$ cat config.mk
export PLATFORM = sky130hd
export DESIGN_NAME = flag_ctrl
export DESIGN_NICKNAME = d
export VERILOG_FILES = /design/src/rtl/flag_ctrl_pkg.sv /design/src/rtl/flag_ctrl_flag_gen.sv /design/src/rtl/flag_ctrl.sv
export SDC_FILE = /design/constraint.sdc
export NUM_CORES = 1
export LEC_CHECK = 0
export CAP_MARGIN = 20
export CORE_MARGIN = 5
export CORE_UTILIZATION = 34
export DETAILED_ROUTE_END_ITERATION = 7
export GPL_TIMING_DRIVEN = 0
export PLACE_DENSITY = 0.85
export SETUP_SLACK_MARGIN = 0.05
export SYNTH_ARGS = -nofsm -noshare
export SYNTH_HDL_FRONTEND = slang
export SYNTH_HIERARCHICAL = 1
export SYNTH_SLANG_ARGS = --single-unit
$ cat constraint.sdc
create_clock -name clk -period 3.43 [get_ports clk]
set_clock_uncertainty 0.15 [all_clocks]
set_input_delay 0.8575 -clock clk [delete_from_list [all_inputs] [get_ports clk]]
set_output_delay 0.8575 -clock clk [all_outputs]
set_load 0.03 [all_outputs]
$ cat src/rtl/flag_ctrl_pkg.sv
// flag_ctrl_pkg: shared encodings for the flag/branch controller.
//   - br_kind encoding (B.cond, CBZ, CBNZ, reserved)
//   - LEGv8 4-bit condition codes
//   - NZCV bit positions inside the 4-bit flags vector ({N,Z,C,V}, N = bit 3)
//   - FSM state type and the condition evaluation helper
package flag_ctrl_pkg;

    localparam logic [1:0] BR_BCOND = 2'b00;
    localparam logic [1:0] BR_CBZ   = 2'b01;
    localparam logic [1:0] BR_CBNZ  = 2'b10;
    localparam logic [1:0] BR_RSVD  = 2'b11;

    localparam logic [3:0] COND_EQ = 4'h0;
    localparam logic [3:0] COND_NE = 4'h1;
    localparam logic [3:0] COND_HS = 4'h2;
    localparam logic [3:0] COND_LO = 4'h3;
    localparam logic [3:0] COND_MI = 4'h4;
    localparam logic [3:0] COND_PL = 4'h5;
    localparam logic [3:0] COND_VS = 4'h6;
    localparam logic [3:0] COND_VC = 4'h7;
    localparam logic [3:0] COND_HI = 4'h8;
    localparam logic [3:0] COND_LS = 4'h9;
    localparam logic [3:0] COND_GE = 4'hA;
    localparam logic [3:0] COND_LT = 4'hB;
    localparam logic [3:0] COND_GT = 4'hC;
    localparam logic [3:0] COND_LE = 4'hD;
    localparam logic [3:0] COND_AL = 4'hE;
    localparam logic [3:0] COND_NV = 4'hF;

    localparam int FLAG_N = 3;
    localparam int FLAG_Z = 2;
    localparam int FLAG_C = 1;
    localparam int FLAG_V = 0;

    typedef enum logic {
        ST_READY = 1'b0,
        ST_HOLD  = 1'b1
    } state_t;

    // Evaluate a condition code against an NZCV vector. AL and NV both pass.
    function automatic logic cond_pass(input logic [3:0] cond, input logic [3:0] nzcv);
        logic n, z, c, v;
        n = nzcv[FLAG_N];
        z = nzcv[FLAG_Z];
        c = nzcv[FLAG_C];
        v = nzcv[FLAG_V];
        case (cond)
            COND_EQ: cond_pass = z;
            COND_NE: cond_pass = ~z;
            COND_HS: cond_pass = c;
            COND_LO: cond_pass = ~c;
            COND_MI: cond_pass = n;
            COND_PL: cond_pass = ~n;
            COND_VS: cond_pass = v;
            COND_VC: cond_pass = ~v;
            COND_HI: cond_pass = c & ~z;
            COND_LS: cond_pass = ~c | z;
            COND_GE: cond_pass = (n == v);
            COND_LT: cond_pass = (n != v);
            COND_GT: cond_pass = ~z & (n == v);
            COND_LE: cond_pass = z | (n != v);
            default: cond_pass = 1'b1;
        endcase
    endfunction

endpackage

$ cat src/rtl/flag_ctrl_flag_gen.sv
// flag_gen: combinational NZCV from the EX-stage ALU result.
// Ports:
//   result   [WIDTH-1:0] in  ALU result
//   carry               in  ALU carry-out
//   overflow            in  ALU signed overflow
//   nzcv     [3:0]      out {N,Z,C,V}, N = bit 3
module flag_gen
    import flag_ctrl_pkg::*;
#(
    parameter int WIDTH = 64
) (
    input  logic [WIDTH-1:0] result,
    input  logic             carry,
    input  logic             overflow,
    output logic [3:0]       nzcv
);

    always_comb begin
        nzcv         = '0;
        nzcv[FLAG_N] = result[WIDTH-1];
        nzcv[FLAG_Z] = (result == '0);
        nzcv[FLAG_C] = carry;
        nzcv[FLAG_V] = overflow;
    end

endmodule

$ cat src/rtl/flag_ctrl.sv
// flag_ctrl: NZCV flag register and ID-stage branch resolver.
// Optional feature macro: FLAG_FWD_EN -- when defined, a B.cond that meets a
// flag-setting instruction in EX resolves against the EX flags the same cycle
// instead of stalling ID for one cycle.
// Ports:
//   clk, reset                    clock, asynchronous active-high reset
//   ex_valid, ex_set_flags        EX instruction valid / updates NZCV
//   ex_result, ex_carry, ex_overflow  ALU outputs feeding the flags
//   stall                         freeze everything except stall_cnt
//   flush                         squash EX and ID this cycle
//   br_valid, br_kind, br_cond, br_reg  ID-stage branch request
//   flags       [3:0]  committed {N,Z,C,V}
//   br_done            registered one-cycle "branch resolved" pulse
//   br_taken           registered outcome, 0 unless br_done
//   hazard_stall       combinational request to hold ID one cycle
//   stall_cnt   [15:0] saturating count of hazard_stall cycles
//   dbg_state          FSM state (0 = READY, 1 = HOLD)
// Handshake: a request is presented by holding br_valid with its fields
// stable; it is consumed on the edge where stall=0 and hazard_stall=0, and
// its result appears as br_done/br_taken after that edge.
module flag_ctrl
    import flag_ctrl_pkg::*;
#(
    parameter int WIDTH = 64
) (
    input  logic             clk,
    input  logic             reset,
    input  logic             ex_valid,
    input  logic             ex_set_flags,
    input  logic [WIDTH-1:0] ex_result,
    input  logic             ex_carry,
    input  logic             ex_overflow,
    input  logic             stall,
    input  logic             flush,
    input  logic             br_valid,
    input  logic [1:0]       br_kind,
    input  logic [3:0]       br_cond,
    input  logic [WIDTH-1:0] br_reg,
    output logic [3:0]       flags,
    output logic             br_done,
    output logic             br_taken,
    output logic             hazard_stall,
    output logic [15:0]      stall_cnt,
    output logic             dbg_state
);

    state_t     state;
    logic [3:0] held_cond;
    logic [3:0] ex_nzcv;
    logic       flag_wr;
    logic       flag_hazard;
    logic       br_outcome;

    flag_gen #(.WIDTH(WIDTH)) u_flag_gen (
        .result   (ex_result),
        .carry    (ex_carry),
        .overflow (ex_overflow),
        .nzcv     (ex_nzcv)
    );

    assign flag_wr     = ex_valid & ex_set_flags & ~stall & ~flush;
    // Only B.cond reads flags, so CBZ/CBNZ never collide with EX.
    assign flag_hazard = (state == ST_READY) & br_valid & (br_kind == BR_BCOND)
                         & ex_valid & ex_set_flags;
    assign dbg_state   = state;

    // Outcome of a non-hazard request, using the committed flags.
    always_comb begin
        br_outcome = 1'b0;
        case (br_kind)
            BR_BCOND: br_outcome = cond_pass(br_cond, flags);
            BR_CBZ:   br_outcome = (br_reg == '0);
            BR_CBNZ:  br_outcome = (br_reg != '0);
            default:  br_outcome = 1'b0;
        endcase
    end

`ifdef FLAG_FWD_EN
    assign hazard_stall = 1'b0;
`else
    // Stays up while stall holds the hazard in READY, so stall_cnt keeps
    // counting through an external stall.
    assign hazard_stall = ~reset & ~flush & flag_hazard;
`endif

    always_ff @(posedge clk or posedge reset) begin
        if (reset) begin
            state     <= ST_READY;
            held_cond <= '0;
            flags     <= '0;
            br_done   <= 1'b0;
            br_taken  <= 1'b0;
        end else begin
            br_done  <= 1'b0;
            br_taken <= 1'b0;
            if (flag_wr) begin
                flags <= ex_nzcv;
            end
            if (flush) begin
                state <= ST_READY;
            end else if (!stall) begin
                case (state)
                    ST_READY: begin
                        if (br_valid) begin
                            held_cond <= br_cond;
                            if (flag_hazard) begin
`ifdef FLAG_FWD_EN
                                br_done  <= 1'b1;
                                br_taken <= cond_pass(br_cond, ex_nzcv);
`else
                                state <= ST_HOLD;
`endif
                            end else begin
                                br_done  <= 1'b1;
                                br_taken <= br_outcome;
                            end
                        end
                    end
                    ST_HOLD: begin
                        // flags were written on the edge that entered HOLD.
                        br_done  <= 1'b1;
                        br_taken <= cond_pass(held_cond, flags);
                        state    <= ST_READY;
                    end
                    default: state <= ST_READY;
                endcase
            end
        end
    end

    always_ff @(posedge clk or posedge reset) begin
        if (reset) begin
            stall_cnt <= '0;
        end else if (hazard_stall && (stall_cnt != 16'hFFFF)) begin
            stall_cnt <= stall_cnt + 16'd1;
        end
    end

endmodule

* After elaboration in Yosys (flattened, before gate mapping)
Cells that the tools add are included.
Cells by class: add/subtract/negate cells 1, equality and inequality tests 32, mux-type cells 18, bitwise operators 21, reduce and logical (&&, ||, !) cells 8
Operator list (number):
- zero test 64 bit | 2
- nonzero test 64 bit | 1
- equality test 4 bit, second input constant | 12
- equality test 4 x 3 -> 1 bit, second input constant | 8
- case mux 1 bit (14 select lines) | 2
- adder 16 x 1 -> 16 bit, second input constant | 1
- equality test 4 x 2 -> 1 bit, second input constant | 4
- != test 16 bit, second input constant | 1
- two-way mux 1 bit | 12
- AND 1 bit | 11
- equality test 4 x 1 -> 1 bit, second input constant | 2
- zero test 4 bit | 2
- inverter 1 bit | 8
- case mux 1 bit (2 select lines) | 3
- AND reduction 4 bit | 1
- case mux 1 bit (3 select lines) | 1
- equality test 2 x 1 -> 1 bit, second input constant | 1
- equality test 2 bit, second input constant | 1
- zero test 2 bit | 1
- != test 2 x 1 -> 1 bit, second input constant | 1
- bitwise OR 1 bit | 2
- equality test 1 bit | 1
- logical AND 1 bit | 1
- != test 1 bit | 1
Word-level totals: register bits after elaboration 27, output and inout port bits 24, logic and storage cells 86

* Logic depth before layout (Yosys ltp)
Gate-level depths: netlist of the first run.
word-level depth 10, depth in mapped cells 6, gate-level depth less buffers 6

* Cells and area by module
The synthesis of the first run kept the hierarchy.
By module, submodules not included:
- flag_ctrl | times used 1, cells an instance 171, area an instance 1692.9 µm²
- flag_gen | times used 1, cells an instance 24, area an instance 166.4 µm²

* Worst setup path after synthesis of the first run
Ideal clock, no wire load.
path type input to output, start point input port br_kind[0], end point output port hazard_stall, arrival 1557 ps, data required time 2423 ps, setup slack 865 ps, stages on the path 2, cell sequence nand4bb_4 nor4_4
On the way: word-level cells in the longest chain between the ends 5
RTL lines:
- start, declared | line flag_ctrl.sv:36 | input logic [1:0] br_kind,
- zero test 2 bit | line flag_ctrl.sv:63 | assign flag_hazard = (state == ST_READY) & br_valid & (br_kind == BR_BCOND)
- AND 1 bit | line flag_ctrl.sv:63
- AND 1 bit (2 in a row) | line flag_ctrl.sv:64 | & ex_valid & ex_set_flags;
- AND 1 bit | line flag_ctrl.sv:83 | assign hazard_stall = ~reset & ~flush & flag_hazard;
- end, declared | line flag_ctrl.sv:42 | output logic hazard_stall,
No other way between the ends.

* Worst setup path in the final report of the first run
Ends and elaborated chain as after synthesis.

==> flow_summary.ini, run 1 <==
[placed_design]
place_ws_ns = -0.2653
gp_congestion = 0.9685
hpwl_um = 6462
placed_area_um2 = 3571
port_buffers = 162

[power]
finalPower_w = 0.0009132
peakVddDrop_mv = 0.2142
p_per_area_nw_per_um2 = 250.7
p_leak_nw = 1.383

[clock_network]
cts_tree = yes
clk_latency_ns = 0.26
clock_sinks = 27
cts.path.max_buffers = 2
cts_root_buf = clkbuf_8
cts.clk_slew.worst_paths_ns = 0.09
cts_buffers = 3
htreeDepth = 1

[timing]
clock.fmax_mhz = 309.8
finalSetupViolCount = 0
max_slew.worst_pin.slew_ns = 0.5292
fin_setup_tns_ns = 0
final.period_utilization_pct = 94.11
slew_headroom_pct = 64.68
setup_ws_ns = 0.2022
fin_crit_ns = 3.228
rsz0062_at_grt = false
hold_viol_final = 0
finalMaxSlewViolations = 0

[global_route]
grt_pass1_vias = 2423
grt_util_met3_pct = 6.022
grt_busiest_layer = met2
grt_overflow = 0
grt.total_usage_pct = 20.57
use_met1_pct = 21.29
grt_max_degree = 28
grt_pass1_wl_um = 11780
gr-usage-met2_pct = 39.84
antenna_found_initial = 0

[layout]
final_common_cell = clkdlybuf4s50_1
diodes = 0
syn_to_final_growth_pct = 95.96
final_nets = 508
layout_common_cells = clkdlybuf4s50_1, nor4_1, dfrtp_1
stdcell_area_um2 = 3643
drive_above_1_share_pct = 8.815

[synthesis]
synth.distinct_cells = 43
syn_nets = 339
ys_top_cells_by_area = dfrtp_1, nor4_1, mux2_2
synth_edf_count = 0
synthCells = 195
ys_ff_latch = 27
ys_warn_count = 6
synth_top_area_share_pct = 36.34
synth-main-ff-cell = dfrtp_1
async_reset_ff_share_pct = 100.0
avgSynthCellArea_um2 = 9.535
yosysSeqAreaShare_pct = 36.34
yosysTopAreaCell = dfrtp_1
synthesis.area_um2 = 1859

[routing]
drt_first_pass_iters = 4
postRouteAntennaNets = 0
drt-initial-drc-count = 100
via_per_inst = 5.214
num_vias = 2268
wirelength_um = 7424
drc_errors = 0
wl_per_cell_um = 17.07

[worst_setup_path]
critical_path_class = input pin to primary output
cp_cell_sequence = clkdlybuf4s50_1, nand4bb_4, nor4_4, clkdlybuf4s15_2
crit_path_start_kind = input pin
end_kind = primary output
cp.required_ns = 2.42
cpMaxStageDelayCell = clkdlybuf4s50_1
critical-path-max-stage-delay_ns = 0.48
crit_arrival_ns = 2.22
path_max_fanout = 4

[hold_path]
hold_path_class = register to register

[die]
num_rows = 27
coreArea_um2 = 5405
io_pins = 167
start_util_pct = 34.40
dieArea_um2 = 7048
die_y_um = 83.95
die_w_um = 83.95

[run]
maxCapViolCount = 0

[run_status]
status = finished, final reports clean
## repair_timing
item | CTS | global route
pin swaps | 0 | 1
hold buffers | 0 | 0
buffers inserted | 0 | 1
endpoints found under the setup margin | 1 | 1
resized for setup | 3 | 0
## logic make-up after synthesis
kind of cell | share of synthesized area (%)
multiplexers | 6.662
buffers and inverters | 3.768
flip-flops | 36.34
XOR/XNOR | 8.008
AND/OR/NAND/NOR | 36.68
AO/OA/AOI/OAI | 7.874
adder cells (fa/ha/maj) | 0.6728
## path summary, 6_finish.rpt
check	depth (start not counted)	from	end	slack (ns)
max	4	br_kind[0]	hazard_stall	0.20
min	1	stall_cnt[15]$_DFFE_PP0P_	stall_cnt[15]$_DFFE_PP0P_	0.34
max reg2reg	5	stall_cnt[0]$_DFFE_PP0P_	stall_cnt[1]$_DFFE_PP0P_	1.46
min reg2reg	1	stall_cnt[15]$_DFFE_PP0P_	stall_cnt[15]$_DFFE_PP0P_	0.34
max in group asynchronous	3	reset	flags[3]$_DFFE_PP0P_	1.77
min in group asynchronous	2	reset	stall_cnt[8]$_DFFE_PP0P_	0.88
## Yosys cell counts, drive strengths merged (2+ instances only)
cell and number:
buf 8, nand4 12, nor2b 4, o22ai 2
a31oi 3, dfrtp 27, nand3 8, a21oi 4
nand4bb 2, nor3b 3, nor3 7, and3 5
nand2 8, nor2 8, nand3b 2, xnor2 10
nor4 36, nand4b 2, inv 3, xor2 7
o21ai 4, mux2 11, clkbuf 3, and4b 2
## per-stage QoR
| step | std cells | hold slack, ns | utilization [%] |
|---|---|---|---|
| after detailed placement | 429 | 0.3286 | 66.06 |
| after CTS | 433 | 0.3464 | 66.99 |
| after global routing | 435 | 0.3771 | 67.41 |
| after global placement | 429 | 0.3280 | 66.06 |
| final | 435 | 0.3384 | 67.41 |
| after floorplan | 195 | 0.3615 | - |
## power by group
part	internal [W]	switching [W]	leakage, nW
registers	0.000340	0.0000218	0.356
logic	0.000235	0.000140	1.01
clock network	0.0000821	0.0000940	0.0217
## layout make-up
| class | count | area, um^2 |
|---|---|---|
| buffer | 11 | 58.81 |
| clock buffer | 3 | 41.29 |
| clock inverter | 1 | 7.507 |
| fill | 434 | 1762 |
| inverter | 3 | 11.26 |
| multi-input combinational | 154 | 1114 |
| sequential | 27 | 675.6 |
| tap | 72 | 90.09 |
| timing repair buffer | 164 | 1645 |
## routing by layer
layer | vias up | share of wire, %
li1 | 1097 | -
met2 | 111 | 53
met5 | - | 0
met4 | 0 | 2.1
met3 | 10 | 8.2
met1 | 1050 | 37
## flip-flops by register name, summed over array words and instances, names as in the netlist
name,count
stall_cnt,16
br_taken,1
dbg_state,1
flags,4
br_done,1
held_cond,4
## critical path: cells and delay by family
family / cells / cell delay, ns
buffers and inverters: 2 / 0.82
and+or+nand+nor: 2 / 0.55
No activity file was read; power rests on OpenSTA's default activity.
==> run 2: changes to the inputs <==
--- a/config.mk
+++ b/config.mk
@@ -6,7 +6,7 @@
 export NUM_CORES = 1
 export LEC_CHECK = 0
 export CAP_MARGIN = 20
-export CORE_MARGIN = 5
+export CORE_MARGIN = 4
 export CORE_UTILIZATION = 34
 export DETAILED_ROUTE_END_ITERATION = 7
 export GPL_TIMING_DRIVEN = 0
==> flow_summary.ini, run 2 (synthesis results as in run 1) <==
[worst_setup_path]
crit_path_start_kind = input pin
cp.required_ns = 2.42
critical-path-max-stage-delay_ns = 0.47
cp_cell_sequence = clkdlybuf4s50_1, nand4bb_4, nor4_4, clkbuf_2
end_kind = primary output
crit_buf_inv = 2
path_max_fanout = 5
critical_path_class = input pin to primary output
critPathTopFamily = buffers and inverters
crit_arrival_ns = 2.18
cpMaxStageDelayCell = clkdlybuf4s50_1

[routing]
drt-initial-drc-count = 45
drt_first_pass_iters = 4
via_per_inst = 5.106
postRouteAntennaNets = 0
drc_errors = 0
num_vias = 2206
wl_per_cell_um = 16.25
wirelength_um = 7022

[global_route]
grt_overflow = 0
antenna_found_initial = 0
grt_pass1_vias = 2217
grt_pass1_wl_um = 10080
grt_max_degree = 28
grt.total_usage_pct = 19.55

[hold_path]
hold_path_class = register to register

[clock_network]
htreeDepth = 1
cts_root_buf = clkbuf_8
clock_sinks = 27
cts_setup_buffers = 0
cts.path.max_buffers = 2
cts_buffers = 3
hold_buffers = 0
cts.clk_slew.worst_paths_ns = 0.10
clk_latency_ns = 0.28
cts_resized = 2
cts_tree = yes

[layout]
stdcell_area_um2 = 3640
largest_registers = stall_cnt: 16 flops, flags: 4 flops, held_cond: 4 flops
drive_above_1_share_pct = 8.564
final_nets = 507
largest_register_ffs = 16
final_common_cell = clkdlybuf4s50_1
multi_input_area_um2 = 1114
layout_common_cells = clkdlybuf4s50_1, nor4_1, dfrtp_1
syn_to_final_growth_pct = 95.76
seqCellArea_um2 = 675.6
diodes = 0
fillers = 422
largest-register = stall_cnt

[timing]
clock.fmax_mhz = 313.6
hold_viol_final = 0
final.period_utilization_pct = 92.96
slew_headroom_pct = 63.92
fin_crit_ns = 3.189
max_slew.worst_pin.slew_ns = 0.5370
rsz0062_at_grt = false
setup_ws_ns = 0.2413
finalMaxSlewViolations = 0
finalSetupViolCount = 0

[die]
die_y_um = 81.95
coreArea_um2 = 5205
io_pins = 167
dieArea_um2 = 6716
num_rows = 26
start_util_pct = 35.72
die_w_um = 81.95

[power]
peakVddDrop_mv = 0.2619
p_per_area_nw_per_um2 = 252.6
finalPower_w = 0.0009194
p_leak_nw = 1.383

[placed_design]
place_ws_ns = -0.2516
placed_area_um2 = 3568
port_buffers = 162
gp_congestion = 0.8314
hpwl_um = 6138

[run]
maxCapViolCount = 0

[run_status]
status = finished, final reports clean
==> run 2: cell types whose count changed in the layout (fill, tap and decap cells not counted), sizes merged <==
cell           change
clkdlybuf4s15      -1
clkbuf             +1
buf                -1
==> run 2: worst reg2reg max path, stage by stage (launching register included) <==
cell and delay [ns]:
dfrtp_1 0.44, ha_1 0.24, and3_1 0.19, nand4_1 0.12, o21ai_2 0.34, mux2_2 0.38
==> run 2: power by group <==
group	switching [W]	leakage (nW)	total [W]	internal [W]
clock network	0.000102	0.0217	0.000184	0.0000825
registers	0.0000207	0.356	0.000361	0.000340
logic	0.000137	1.01	0.000374	0.000237
total	0.000260	1.38	0.000919	0.000659
==> run 2: metrics by stage <==
stage / utilization, % / setup TNS (ns) / hold WS, ns / instances
finish: 69.93 / 0 / 0.3436 / 432
global route: 69.93 / 0 / 0.3601 / 432
CTS: 69.50 / 0 / 0.3533 / 431
detailed placement: 68.56 / -0.2516 / 0.3345 / 427
global placement: 68.56 / -0.2424 / 0.3284 / 427
floorplan: - / 0 / 0.3615 / 195
==> run 2: routing by layer <==
layer  share of wire (%)  global-route usage (%)  routed length, um  up-vias
met5                   0                       0                  0        -
met4                0.94                   3.987                 66        0
met3                  10                   4.386                700        6
met2                  54                   40.39               3815       88
met1                  35                   19.37               2439     1015
li1                    -                       -                  -     1097
==> run 2: path summary, 6_finish.rpt <==
path	start	slack [ns]	end	cells past startpoint
hold / removal	stall_cnt[15]$_DFFE_PP0P_	0.34	stall_cnt[15]$_DFFE_PP0P_	1
setup reg to reg	stall_cnt[0]$_DFFE_PP0P_	1.48	stall_cnt[1]$_DFFE_PP0P_	5
min in group asynchronous	reset	0.73	stall_cnt[10]$_DFFE_PP0P_	2
hold reg to reg	stall_cnt[15]$_DFFE_PP0P_	0.34	stall_cnt[15]$_DFFE_PP0P_	1
max in group asynchronous	reset	2.01	stall_cnt[6]$_DFFE_PP0P_	3
setup / recovery	br_kind[0]	0.24	hazard_stall	4
==> run 2: layout make-up <==
class                   count  area share [%]
repair buffers            163           45.17
multi-input cells         154           30.59
flip-flops and latches     27           18.56
well taps                  70           2.406
plain buffers              11           1.616
clock buffers               3           1.134
inverters                   3          0.3094
clock inverters             1          0.2063
==> run 3: changes to the inputs <==
--- a/config.mk
+++ b/config.mk
@@ -10,7 +10,7 @@
 export CORE_UTILIZATION = 34
 export DETAILED_ROUTE_END_ITERATION = 7
 export GPL_TIMING_DRIVEN = 0
-export PLACE_DENSITY = 0.85
+export PLACE_DENSITY = 0.88
 export SETUP_SLACK_MARGIN = 0.05
 export SYNTH_ARGS = -nofsm -noshare
 export SYNTH_HDL_FRONTEND = slang
==> flow_summary.ini, run 3 (synthesis results as in run 1) <==
[placed_design]
port_buffers = 162
gp_congestion = 0.7892
hpwl_um = 6237
placed_area_um2 = 3568

[global_route]
grt_max_degree = 28
antenna_found_initial = 0
grt_pass1_wl_um = 10630
grt_overflow = 0
grt.total_usage_pct = 20.70
grt_pass1_vias = 2252

[worst_setup_path]
critical-path-max-stage-delay_ns = 0.47
end_kind = primary output
cpMaxStageDelayCell = clkdlybuf4s50_1
path_max_fanout = 5
crit_buf_inv = 2
critical_path_class = input pin to primary output
cp_cell_sequence = clkdlybuf4s50_1, nand4bb_4, nor4_4, clkbuf_2
crit_path_start_kind = input pin
critPathTopFamily = buffers and inverters
reg2reg_slack_ns = 1.46
cp.required_ns = 2.42
crit_arrival_ns = 2.20

[routing]
drc_errors = 0
wl_per_cell_um = 16.74
via_per_inst = 5.208
drt-initial-drc-count = 74
drt_first_pass_iters = 4
postRouteAntennaNets = 0
wirelength_um = 7231
num_vias = 2250

[timing]
slew_headroom_pct = 64.99
max_slew.worst_pin.slew_ns = 0.5211
rsz0062_at_grt = false
hold_viol_final = 0
fin_crit_ns = 3.207
fin_setup_tns_ns = 0
final.period_utilization_pct = 93.49
finalSetupViolCount = 0
clock.fmax_mhz = 311.9
finalMaxSlewViolations = 0

[layout]
final_common_cell = clkdlybuf4s50_1
drive_above_1_share_pct = 8.564
final_nets = 507
multi_input_area_um2 = 1114
utilization_pct = 69.93
largest-register = stall_cnt
layout_common_cells = clkdlybuf4s50_1, nor4_1, dfrtp_1
stdcell_area_um2 = 3640
seqCellArea_um2 = 675.6
fillers = 417
diodes = 0
largest_register_ffs = 16
syn_to_final_growth_pct = 95.76
largest_registers = stall_cnt: 16 flops, flags: 4 flops, held_cond: 4 flops

[clock_network]
cts.clk_slew.worst_paths_ns = 0.09
cts_root_buf = clkbuf_8
cts_buffers = 3
htreeDepth = 1
clk_latency_ns = 0.27
hold_buffers = 0
cts_tree = yes
cts.path.max_buffers = 2
cts_setup_buffers = 0
clock_sinks = 27

[power]
p_per_area_nw_per_um2 = 253.1
finalPower_w = 0.0009213
peakVddDrop_mv = 0.1909
p_leak_nw = 1.383

[die]
start_util_pct = 35.72
num_rows = 26
die_w_um = 81.95
io_pins = 167
die_y_um = 81.95
coreArea_um2 = 5205
dieArea_um2 = 6716

[run_status]
status = finished, final reports clean

[run]
maxCapViolCount = 0

[hold_path]
hold_path_class = register to register
## run 3: cell counts in the layout (fill, tap and decap cells not counted)
No cell type changed its count.
## run 3: path summary, 6_finish.rpt
kind / from / to / cells after the start
worst max-delay path: br_kind[0] / hazard_stall / 4
worst min-delay path: stall_cnt[7]$_DFFE_PP0P_ / stall_cnt[7]$_DFFE_PP0P_ / 1
worst max register to register: stall_cnt[0]$_DFFE_PP0P_ / stall_cnt[1]$_DFFE_PP0P_ / 5
worst min register to register: stall_cnt[7]$_DFFE_PP0P_ / stall_cnt[7]$_DFFE_PP0P_ / 1
max in group asynchronous: reset / stall_cnt[5]$_DFFE_PP0P_ / 3
min in group asynchronous: reset / stall_cnt[13]$_DFFE_PP0P_ / 2
## run 3: routing by layer
metal  share of wire, %  wire [um]  vias to the layer above  global-route usage, %
met3                 11        772                        6                  5.482
met4               0.93         67                        0                  4.485
met5                  0          0                        -                      0
li1                   -          -                     1102                      -
met1                 34       2445                     1045                  21.13
met2                 55       3946                       97                  41.28
## run 3: power by group
part | switching [W] | internal, W
clock network | 0.000102 | 0.0000824
logic | 0.000138 | 0.000237
registers | 0.0000222 | 0.000340
total | 0.000262 | 0.000659
## run 3: area by class of cell
type,instances,area share [%]
plain buffers,11,1.616
clock buffers,3,1.134
clock inverters,1,0.2063
inverters,3,0.3094
multi-input cells,154,30.59
flip-flops and latches,27,18.56
well taps,70,2.406
repair buffers,163,45.17
## run 3: what timing repair did
action                                  in CTS  in global routing
endpoints found under the hold margin        0                  0
gates resized for setup                      2                  1
cloned                                       0                  0
endpoints found under the setup margin       1                  1
## run 3: metrics by stage
| stage | hold WS, ns | setup slack, ns | cells |
|---|---|---|---|
| detailed placement | 0.3374 | -0.2457 | 427 |
| floorplan | 0.3615 | 0.8654 | 195 |
| CTS | 0.3501 | 0.06385 | 431 |
| finish | 0.3529 | 0.2234 | 432 |
| global placement | 0.3292 | -0.2533 | 427 |
| global route | 0.3744 | 0.1496 | 432 |
